<file path="src/rtl/crc_seq_pkg.sv">
// crc_seq_pkg: shared FSM states, write-size encodings and size decode for the CRC byte sequencer
package crc_seq_pkg;
  typedef enum logic [2:0] {S_IDLE, S_LOAD, S_ISSUE, S_WAIT, S_FINAL, S_SETTLE} state_t;
  localparam logic [1:0] SZ_B = 2'b00;
  localparam logic [1:0] SZ_H = 2'b01;
  localparam logic [1:0] SZ_W = 2'b10;
  function automatic logic [2:0] size_bytes(input logic [1:0] sz);
    return sz == SZ_B ? 3'd1 : sz == SZ_H ? 3'd2 : 3'd4;
  endfunction
endpackage

</file>
<file path="src/rtl/crc_word_fifo.sv">
// crc_word_fifo: DEPTH-entry word FIFO holding {size, data} with flush and occupancy level
module crc_word_fifo #(
  parameter int DEPTH = 4,
  parameter int W = 34
) (
  input  logic                     clk,
  input  logic                     rst_n,
  input  logic                     i_flush,
  input  logic                     i_push,
  input  logic [W-1:0]             i_wdata,
  input  logic                     i_pop,
  output logic [W-1:0]             o_rdata,
  output logic                     o_full,
  output logic                     o_empty,
  output logic [$clog2(DEPTH):0]   o_level
);
  localparam int AW = $clog2(DEPTH);
  logic [W-1:0] r_mem [DEPTH];
  logic [AW-1:0] r_wp, r_rp;
  logic [AW:0] r_cnt;
  logic w_push, w_pop;
  assign o_full = r_cnt == (AW+1)'(DEPTH);
  assign o_empty = r_cnt == '0;
  assign o_level = r_cnt;
  assign o_rdata = r_mem[r_rp];
  assign w_push = i_push && !o_full;
  assign w_pop = i_pop && !o_empty;
  always_ff @(posedge clk) begin
    if (w_push && !i_flush) r_mem[r_wp] <= i_wdata;
  end
  always_ff @(posedge clk) begin
    if (!rst_n || i_flush) begin
      r_wp <= '0;
      r_rp <= '0;
      r_cnt <= '0;
    end else begin
      if (w_push) r_wp <= r_wp + 1'b1;
      if (w_pop) r_rp <= r_rp + 1'b1;
      r_cnt <= w_push && !w_pop ? r_cnt + 1'b1 : w_pop && !w_push ? r_cnt - 1'b1 : r_cnt;
    end
  end
endmodule

</file>
<file path="src/rtl/crc_byte_sequencer.sv">
// crc_byte_sequencer: queues bus writes and feeds them byte-serially into the CRC32 engine
module crc_byte_sequencer
  import crc_seq_pkg::*;
#(
  parameter int DEPTH = 4,
  parameter int RES_LAT = 2,
  parameter int TIMEOUT = 15,
  parameter int CNT_W = 16
) (
  input  logic                     clk,
  input  logic                     rst_n,
  input  logic                     i_wr_valid,
  input  logic [31:0]              i_wr_data,
  input  logic [1:0]               i_wr_size,
  output logic                     o_wr_ready,
  input  logic                     i_finalize,
  input  logic                     i_abort,
  output logic                     o_crc_trigger,
  output logic [7:0]               o_crc_byte,
  input  logic                     i_crc_busy,
  input  logic                     i_crc_done,
  output logic                     o_crc_data_done,
  output logic [$clog2(DEPTH):0]   o_level,
  output logic [CNT_W-1:0]         o_byte_count,
  output logic                     o_busy,
  output logic                     o_result_valid,
  output logic                     o_error,
  output logic                     o_irq,
  input  logic                     i_irq_clr
);
  localparam int CW = $clog2(TIMEOUT + RES_LAT + 1) + 1;
  state_t r_state;
  logic [31:0] r_shift;
  logic [2:0] r_left;
  logic [CW-1:0] r_cnt;
  logic r_fin_pend, r_trig, r_dd, r_rv, r_err, r_irq;
  logic [7:0] r_byte;
  logic [CNT_W-1:0] r_bcnt;
  logic w_acc, w_ill, w_push, w_pop, w_full, w_empty, w_timeout, w_settled, w_flush;
  logic [33:0] w_rdata;
  assign o_wr_ready = !w_full && !r_fin_pend && r_state != S_FINAL && r_state != S_SETTLE;
  assign w_acc = i_wr_valid && o_wr_ready && !i_abort;
  assign w_ill = w_acc && i_wr_size == 2'b11;
  assign w_push = w_acc && !w_ill;
  assign w_pop = !i_abort && r_state == S_IDLE && !w_empty;
  assign w_timeout = !i_abort && r_state == S_WAIT && !i_crc_done && r_cnt == CW'(TIMEOUT - 1);
  assign w_settled = !i_abort && r_state == S_SETTLE && r_cnt >= CW'(RES_LAT - 1);
  assign w_flush = i_abort || w_timeout;
  assign o_busy = r_state != S_IDLE || !w_empty || r_fin_pend;
  assign o_crc_trigger = r_trig;
  assign o_crc_byte = r_byte;
  assign o_crc_data_done = r_dd;
  assign o_byte_count = r_bcnt;
  assign o_result_valid = r_rv;
  assign o_error = r_err;
  assign o_irq = r_irq;
  crc_word_fifo #(.DEPTH(DEPTH), .W(34)) u_fifo (
    .clk(clk), .rst_n(rst_n), .i_flush(w_flush), .i_push(w_push),
    .i_wdata({i_wr_size, i_wr_data}), .i_pop(w_pop), .o_rdata(w_rdata),
    .o_full(w_full), .o_empty(w_empty), .o_level(o_level)
  );
  always_ff @(posedge clk) begin
    if (!rst_n) begin
      r_state <= S_IDLE;
      r_shift <= '0;
      r_left <= '0;
      r_cnt <= '0;
      r_fin_pend <= 1'b0;
      r_trig <= 1'b0;
      r_byte <= '0;
      r_dd <= 1'b0;
      r_bcnt <= '0;
      r_rv <= 1'b0;
      r_err <= 1'b0;
      r_irq <= 1'b0;
    end else begin
      r_trig <= 1'b0;
      r_dd <= 1'b0;
      // a new error or completion in the same cycle as irq_clr takes precedence
      r_err <= (w_ill || w_timeout) ? 1'b1 : i_irq_clr ? 1'b0 : r_err;
      r_irq <= (w_ill || w_timeout || w_settled) ? 1'b1 : i_irq_clr ? 1'b0 : r_irq;
      if (i_abort) begin
        r_state <= S_IDLE;
        r_fin_pend <= 1'b0;
        r_bcnt <= '0;
        r_rv <= 1'b0;
      end else begin
        if (w_acc) r_rv <= 1'b0;
        if (i_finalize) r_fin_pend <= 1'b1;
        case (r_state)
          S_IDLE: begin
            if (!w_empty) begin
              r_shift <= w_rdata[31:0];
              r_left <= size_bytes(w_rdata[33:32]);
              r_state <= S_LOAD;
            end else if (r_fin_pend) begin
              r_dd <= 1'b1;
              r_fin_pend <= 1'b0;
              r_state <= S_FINAL;
            end
          end
          S_LOAD: begin
            if (!i_crc_busy) begin
              r_trig <= 1'b1;
              r_byte <= r_shift[7:0];
              r_state <= S_ISSUE;
            end
          end
          S_ISSUE: begin
            r_cnt <= '0;
            r_state <= S_WAIT;
          end
          S_WAIT: begin
            if (i_crc_done) begin
              r_shift <= r_shift >> 8;
              r_left <= r_left - 3'd1;
              r_bcnt <= r_bcnt + 1'b1;
              r_state <= r_left == 3'd1 ? S_IDLE : S_ISSUE;
              r_trig <= r_left != 3'd1;
              r_byte <= r_shift[15:8];
            end else if (w_timeout) begin
              r_fin_pend <= 1'b0;
              r_state <= S_IDLE;
            end else begin
              r_cnt <= r_cnt + 1'b1;
            end
          end
          S_FINAL: begin
            // the FINAL cycle counts toward the result latency
            r_cnt <= CW'(1);
            r_state <= S_SETTLE;
          end
          S_SETTLE: begin
            if (w_settled) begin
              r_rv <= 1'b1;
              r_bcnt <= '0;
              r_state <= S_IDLE;
            end else begin
              r_cnt <= r_cnt + 1'b1;
            end
          end
          default: r_state <= S_IDLE;
        endcase
      end
    end
  end
endmodule

</file>
<file path="config.mk">
export PLATFORM = sky130hd
export DESIGN_NAME = crc_byte_sequencer
export DESIGN_NICKNAME = d
export VERILOG_FILES = /design/src/rtl/crc_seq_pkg.sv /design/src/rtl/crc_word_fifo.sv /design/src/rtl/crc_byte_sequencer.sv
export SDC_FILE = /design/constraint.sdc
export NUM_CORES = 1
export LEC_CHECK = 0
export ABC_AREA = 1
export CORE_UTILIZATION = 30
export DETAILED_ROUTE_END_ITERATION = 12
export GPL_TIMING_DRIVEN = 0
export SKIP_LAST_GASP = 1
export SLEW_MARGIN = 20
export SYNTH_ARGS = -nofsm -noshare
export SYNTH_HDL_FRONTEND = slang
export SYNTH_SLANG_ARGS = --single-unit
</file>
<file path="constraint.sdc">
create_clock -name clk -period 9 [get_ports clk]
set_clock_uncertainty 0.05 [all_clocks]
set_input_delay 2.25 -clock clk [delete_from_list [all_inputs] [get_ports clk]]
set_output_delay 2.25 -clock clk [all_outputs]
set_load 0.05 [all_outputs]
</file>
After elaboration in Yosys (flattened, before gate mapping)
Memories as Yosys holds them, arrays and structs flattened. A register that Yosys moved wholly into a read port is not among the register bits.
Cells that the tools add are included.
{"block": "totals", "ramBits": 136, "word_cells": 151, "out_inout_bits": 34, "register_bits": 81, "n_memories": 1}
{"block": "op_classes", "n_eq_ne": 22, "n_addsub": 7, "reduce_logical": 53, "n_mux": 48, "order_cmp": 1, "bitwise": 4}
{"name": "u_fifo.r_mem", "depth": 4, "word_bits": 34, "read_ports": 1, "rd_clocked_by_memory_dff": 1, "write_ports": 1, "line": "crc_word_fifo.sv:18", "rtl": "logic [W-1:0] r_mem [DEPTH];"}
{"cell": "32-bit 2-to-1 mux", "n": 2}
{"cell": "32-bit one-hot mux with 2 select lines", "n": 1}
{"cell": "3-bit 2-to-1 mux", "n": 12}
{"cell": "16-bit 2-to-1 mux", "n": 2}
{"cell": "16-bit one-hot mux with 2 select lines", "n": 1}
{"cell": "6-bit one-hot mux with 4 select lines", "n": 1}
{"cell": "1-bit logical AND", "n": 19}
{"cell": "6-bit 2-to-1 mux", "n": 3}
{"cell": "3-bit one-hot mux with 6 select lines", "n": 1}
{"cell": "16-bit by 1-bit adder with 16-bit output, second input constant", "n": 1}
{"cell": "1-bit 2-to-1 mux", "n": 16}
{"cell": "8-bit 2-to-1 mux", "n": 2}
{"cell": "8-bit one-hot mux with 2 select lines", "n": 1}
{"cell": "2-bit inequality test, second input constant", "n": 7}
{"cell": "3-bit inequality test, second input constant", "n": 4}
{"cell": "4-bit AND reduction", "n": 3}
{"cell": "2-bit nonzero test", "n": 6}
{"cell": "1-bit logical NOT", "n": 10}
{"cell": "3-bit equality test, second input constant", "n": 3}
{"cell": "6-bit by 1-bit adder with 6-bit output, second input constant", "n": 1}
{"cell": "3-bit by 1-bit equality test with 1-bit output, second input constant", "n": 2}
{"cell": "3-bit by 2-bit equality test with 1-bit output, second input constant", "n": 2}
{"cell": "6-bit by 4-bit equality test with 1-bit output, second input constant", "n": 1}
{"cell": "6-bit by 1-bit >= comparator with 1-bit output, second input constant", "n": 1}
{"cell": "other kinds (19)", "n": 33}

Depth between registers and ports, before layout
{"block": "depth", "ltp_word": 15, "ltp_mapped": 13, "mapped_depth_nobuf": 13}

Modules after synthesis
Synthesis repeated with hierarchy kept, for this count alone.
{"block": "unflattened", "cells_unflattened": 1033, "area_unflattened_um2": 9689.3}
{"mod": "crc_word_fifo", "area_per_inst_um2": 5754.3, "cells_each": 402, "seq_area_each_um2": 4264.1, "n_inst": 1}
{"mod": "crc_byte_sequencer", "area_per_inst_um2": 3935.0, "cells_each": 631, "seq_area_each_um2": 1481.4, "n_inst": 1}

Least setup slack after synthesis
Ideal clock, no wire load.
{"block": "synth_timing", "kind": "input-to-reg", "from": "input i_abort", "to": "memory u_fifo.r_mem[0][0] (enable)", "n_path_buf": 0, "t_arrival_ps": 4316, "setup_slack_ps": 4209, "path_stages": 6, "setup_ps": 425, "required_ps": 8525, "cell_sequence": "nor2_1 nand3_1 nor2_2 nor2_1 nand2_1 nor2_1"}
{"block": "synth_between", "elab_chain_len": 9}
{"element": "start, declared", "line": "crc_byte_sequencer.sv:17", "rtl": "input logic i_abort,"}
{"element": "1-bit logical NOT", "line": "crc_byte_sequencer.sv:42, crc_byte_sequencer.sv:46"}
{"element": "1-bit logical AND (on tied branches)", "line": "crc_byte_sequencer.sv:42, crc_byte_sequencer.sv:46"}
{"element": "1-bit logical AND (on tied branches)", "line": "crc_byte_sequencer.sv:43, crc_byte_sequencer.sv:46"}
{"element": "1-bit logical NOT or 1-bit logical AND (tied branches)", "line": "crc_byte_sequencer.sv:44, crc_byte_sequencer.sv:46"}
{"element": "1-bit logical AND or 1-bit logical OR (tied branches)", "line": "crc_byte_sequencer.sv:44, crc_byte_sequencer.sv:48"}
{"element": "1-bit logical AND or 1-bit logical NOT (tied branches)", "line": "crc_word_fifo.sv:26, crc_word_fifo.sv:29"}
{"element": "1-bit logical AND *", "line": "crc_word_fifo.sv:29", "rtl": "if (w_push && !i_flush) r_mem[r_wp] <= i_wdata;"}
{"element": "1-bit 2-to-1 mux *", "line": "crc_word_fifo.sv:29"}
{"element": "1-bit 2-to-1 mux (not written as such) *", "line": "crc_word_fifo.sv:29"}
{"element": "end, declared", "line": "crc_word_fifo.sv:18"}
Mark *: on every way between the ends. The rest lies on a longest branch, timed or not.

Worst setup path in the final report
{"block": "layout_timing", "from": "register r_state[0]", "to": "output o_busy"}
{"block": "layout_between", "elab_chain_len": 3}
{"element": "start, declared", "line": "crc_byte_sequencer.sv:32", "rtl": "state_t r_state;"}
{"element": "start signal, assigned", "line": "crc_byte_sequencer.sv:118", "rtl": "r_state <= r_left == 3'd1 ? S_IDLE : S_ISSUE;"}
{"element": "3-bit nonzero test", "line": "crc_byte_sequencer.sv:49", "rtl": "assign o_busy = r_state != S_IDLE || !w_empty || r_fin_pend;"}
{"element": "1-bit logical OR (2 in a row)", "line": "crc_byte_sequencer.sv:49"}
{"element": "end, declared", "line": "crc_byte_sequencer.sv:25", "rtl": "output logic o_busy,"}
Every way passes these cells.

==> impl_results.md <==
- Overall global routing resource usage: 14.6%
- Post-synth EDFFs: about 140
- DRT antenna net count: 0
- Syn Area/Cell: roughly 9.6 um2
- Pwr dens: about 220 nW/um2
- Maximum fanout along the worst path: 6
- Mapped Nets: about 1000
- Die X: ~180 um
- Clock-pin slew on the worst setup and hold paths: roughly 0.060 ns
- Pre-CTS WS: slightly below 4 ns
- IO Count: between 70 and 80
- Post-Syn Area: ~9300 um2
- Final WS setup: approximately 4.3 ns
- Synth warn: 0
- Leak Pwr: ~4.0 nW
- Worst hold path type: register to register
- Share of flip-flops with an asynchronous set or reset: 0%
- Crit share post-route: between 50% and 60%
- Vias in the first global route: 6837
- Ranking of synthesized cells by area: edfxtp_1 (44%), dfxtp_1 (18%), nor2_1 (6.7%), o21ai_0 (6.3%), nand2_1 (5.5%)
- Initial Utilization: 30.5%
- Rows: 64
- Area added between synthesis and finish: 22.6%
- TritonCTS buffer count: 24
- CTS tree: done
- Largest area contributor in the netlist: edfxtp_1
- Hpwl dp: approximately 16 mm
- Clock Path Buffers: 3
- Drt pass-1 iters: 5
- Clk Latency, worst-skew pair: between 0.5 and 0.6 ns
- Status: completed
- Setup-failing EPs final: 0
- Synth Flop Type: edfxtp_1
- TNS Setup: 0 ns
- H-Tree Depth: 1
- Tmin final: ~4.7 ns
- Pin count of the biggest net entering global routing: 22
- Worst-Margin Slew: 0.695 ns
- Crit path DAT: 2.41 ns
- Residual DRC: 0
- Synth unique cells: 34
- Syn Inst Count: 971
- Antenna cells: 0
- Worst setup EP type: primary output
- Routability cong.: 0.840
- Wirelength per Cell: around 15 um
- Vias: about 7000
- Worst VDD drop: 0.154 mV
- Port Buffers: 74
- Fin. Hold Viols: 0
- Routed wire length: about 23 mm
- Share of cells above drive strength 1: roughly 6.7%
- Placeable Area: between 30000 and 40000 um2
- Fmax: about 210 MHz
- Post-synth top cells: nor2_1 (167), nand2_1 (138), edfxtp_1 (136)
- WP data required: 6.70 ns
- Grt ovf: 0
- FF+latch count, synth: approximately 220
- Crit path kind: register to primary output
- Yosys top cell area share: a little over two fifths
- Detailed Route Iter0 Violations: 435
- CTS Hold Bufs: 0
- Post-CTS Setup Inserts: 0
- Via density per instance: 4.70
- Die area: ~32000 um2
- Initial antenna violation count: 0
- Nets: 1130
- Post_cts resized: 0
- First-pass GRT wire length: ~36 mm
- Relative slew slack: between 50 and 60%
- Max-slew violation count: 0
- Startpoint Class: register
- DIE HEIGHT: 178 um
- Root Buffer: clkbuf_16
- CTS Sinks: approximately 220
- RSZ-0062 raised after global routing: false
- Top-count cell post-synth: nor2_1
- Sequential share of the synthesized area: between 60% and 70%
- Max_cap viols: 0
state kept, by name, indices dropped and copies added, names as in the netlist, 2 cells and up, named ones only:
signal,count
u_fifo.r_mem,136
r_shift,32
o_byte_count,16
o_crc_byte,8
r_cnt,6
r_left,3
r_state,3
u_fifo.o_level,3
u_fifo.r_rp,2
u_fifo.r_wp,2
layout by cell type (no fill, tap or decap), types with 2 or more instances in the layout:
cell type	count
a21boi_0	23
a21oi_1	73
buf_1	2
buf_12	3
buf_2	7
buf_4	6
buf_6	4
bufinv_16	2
clkbuf_1	35
clkbuf_16	24
clkdlybuf4s50_1	74
clkinv_1	5
dfxtp_1	83
edfxtp_1	136
ha_1	12
inv_1	71
inv_2	4
nand2_1	138
nand2_2	4
nand2_4	2
nand3_1	35
nand3b_1	4
nand4_1	5
nor2_1	163
nor2_2	3
nor2_4	7
nor3_1	9
o21ai_0	117
o21ai_1	3
o22ai_1	24
xnor2_1	2
xor2_1	2
area by class of cell:
type	count	area [um2]
buffer	44	226
clock buffer	34	638
clock inverter	10	123
fill	3049	19100
inverter	75	282
multi-input combinational	633	3120
sequential	219	5750
tap	396	495
timing repair buffer	78	828
metrics by stage:
stage                     instance area (um2)  util (%)  hold WS, ns  cells  power (W)
after floorplan                          9340         -        0.394    971    0.00143
after global placement                  10600      34.6        0.385   1441    0.00155
after detailed placement                10700      35.0        0.393   1445    0.00156
after CTS                               11500      37.4        0.402   1489    0.00251
after global routing                    11500      37.4        0.409   1489    0.00259
final                                   11500      37.4        0.397   1489    0.00249
critical path, cell delays in order, from the launching register on:
cell             delay [ns]
dfxtp_1                0.49
inv_2                  0.11
nand3_1                0.19
nor2_1                 0.08
nand2_1                0.17
clkdlybuf4s50_1        0.85
routing by layer:
layer  routed length [um]  up-vias  GRT usage (%)
met5                    0        -              0
met3                  986       31           2.30
met4                  446        0           3.92
met2                11000      144           24.7
met1                10600     3305           19.3
li1                     -     3517              -
report_power, final:
part	switching [W]	internal [W]	leakage [nW]
clock	0.000396	0.000554	0.363
sequential	0.0000344	0.00113	1.90
combinational	0.000240	0.000132	1.74
total	0.000670	0.00182	4.01
final timing paths:
kind,startpoint,cells after the start,endpoint,slack (ns)
worst min register to register,o_crc_byte[2],2,o_crc_byte[2],0.40
worst max-delay path,r_state[0],5,o_busy,4.29
worst min-delay path,o_crc_byte[2],2,o_crc_byte[2],0.40
worst max register to register,r_cnt[0],10,u_fifo.r_mem[0][4],6.11
cells by family (layout without fill, tap and decap cells):
group           count (synthesis)  count (layout)  synth area share, %
flops                         219             219                 61.5
xor+xnor                        4               4                0.375
buf+inv                       119             241                 5.44
simple gates                  374             374                 16.9
compound gates                242             242                 13.9
fa+ha+maj                      13              13                 1.82
Power figures use the tool's default switching activity.
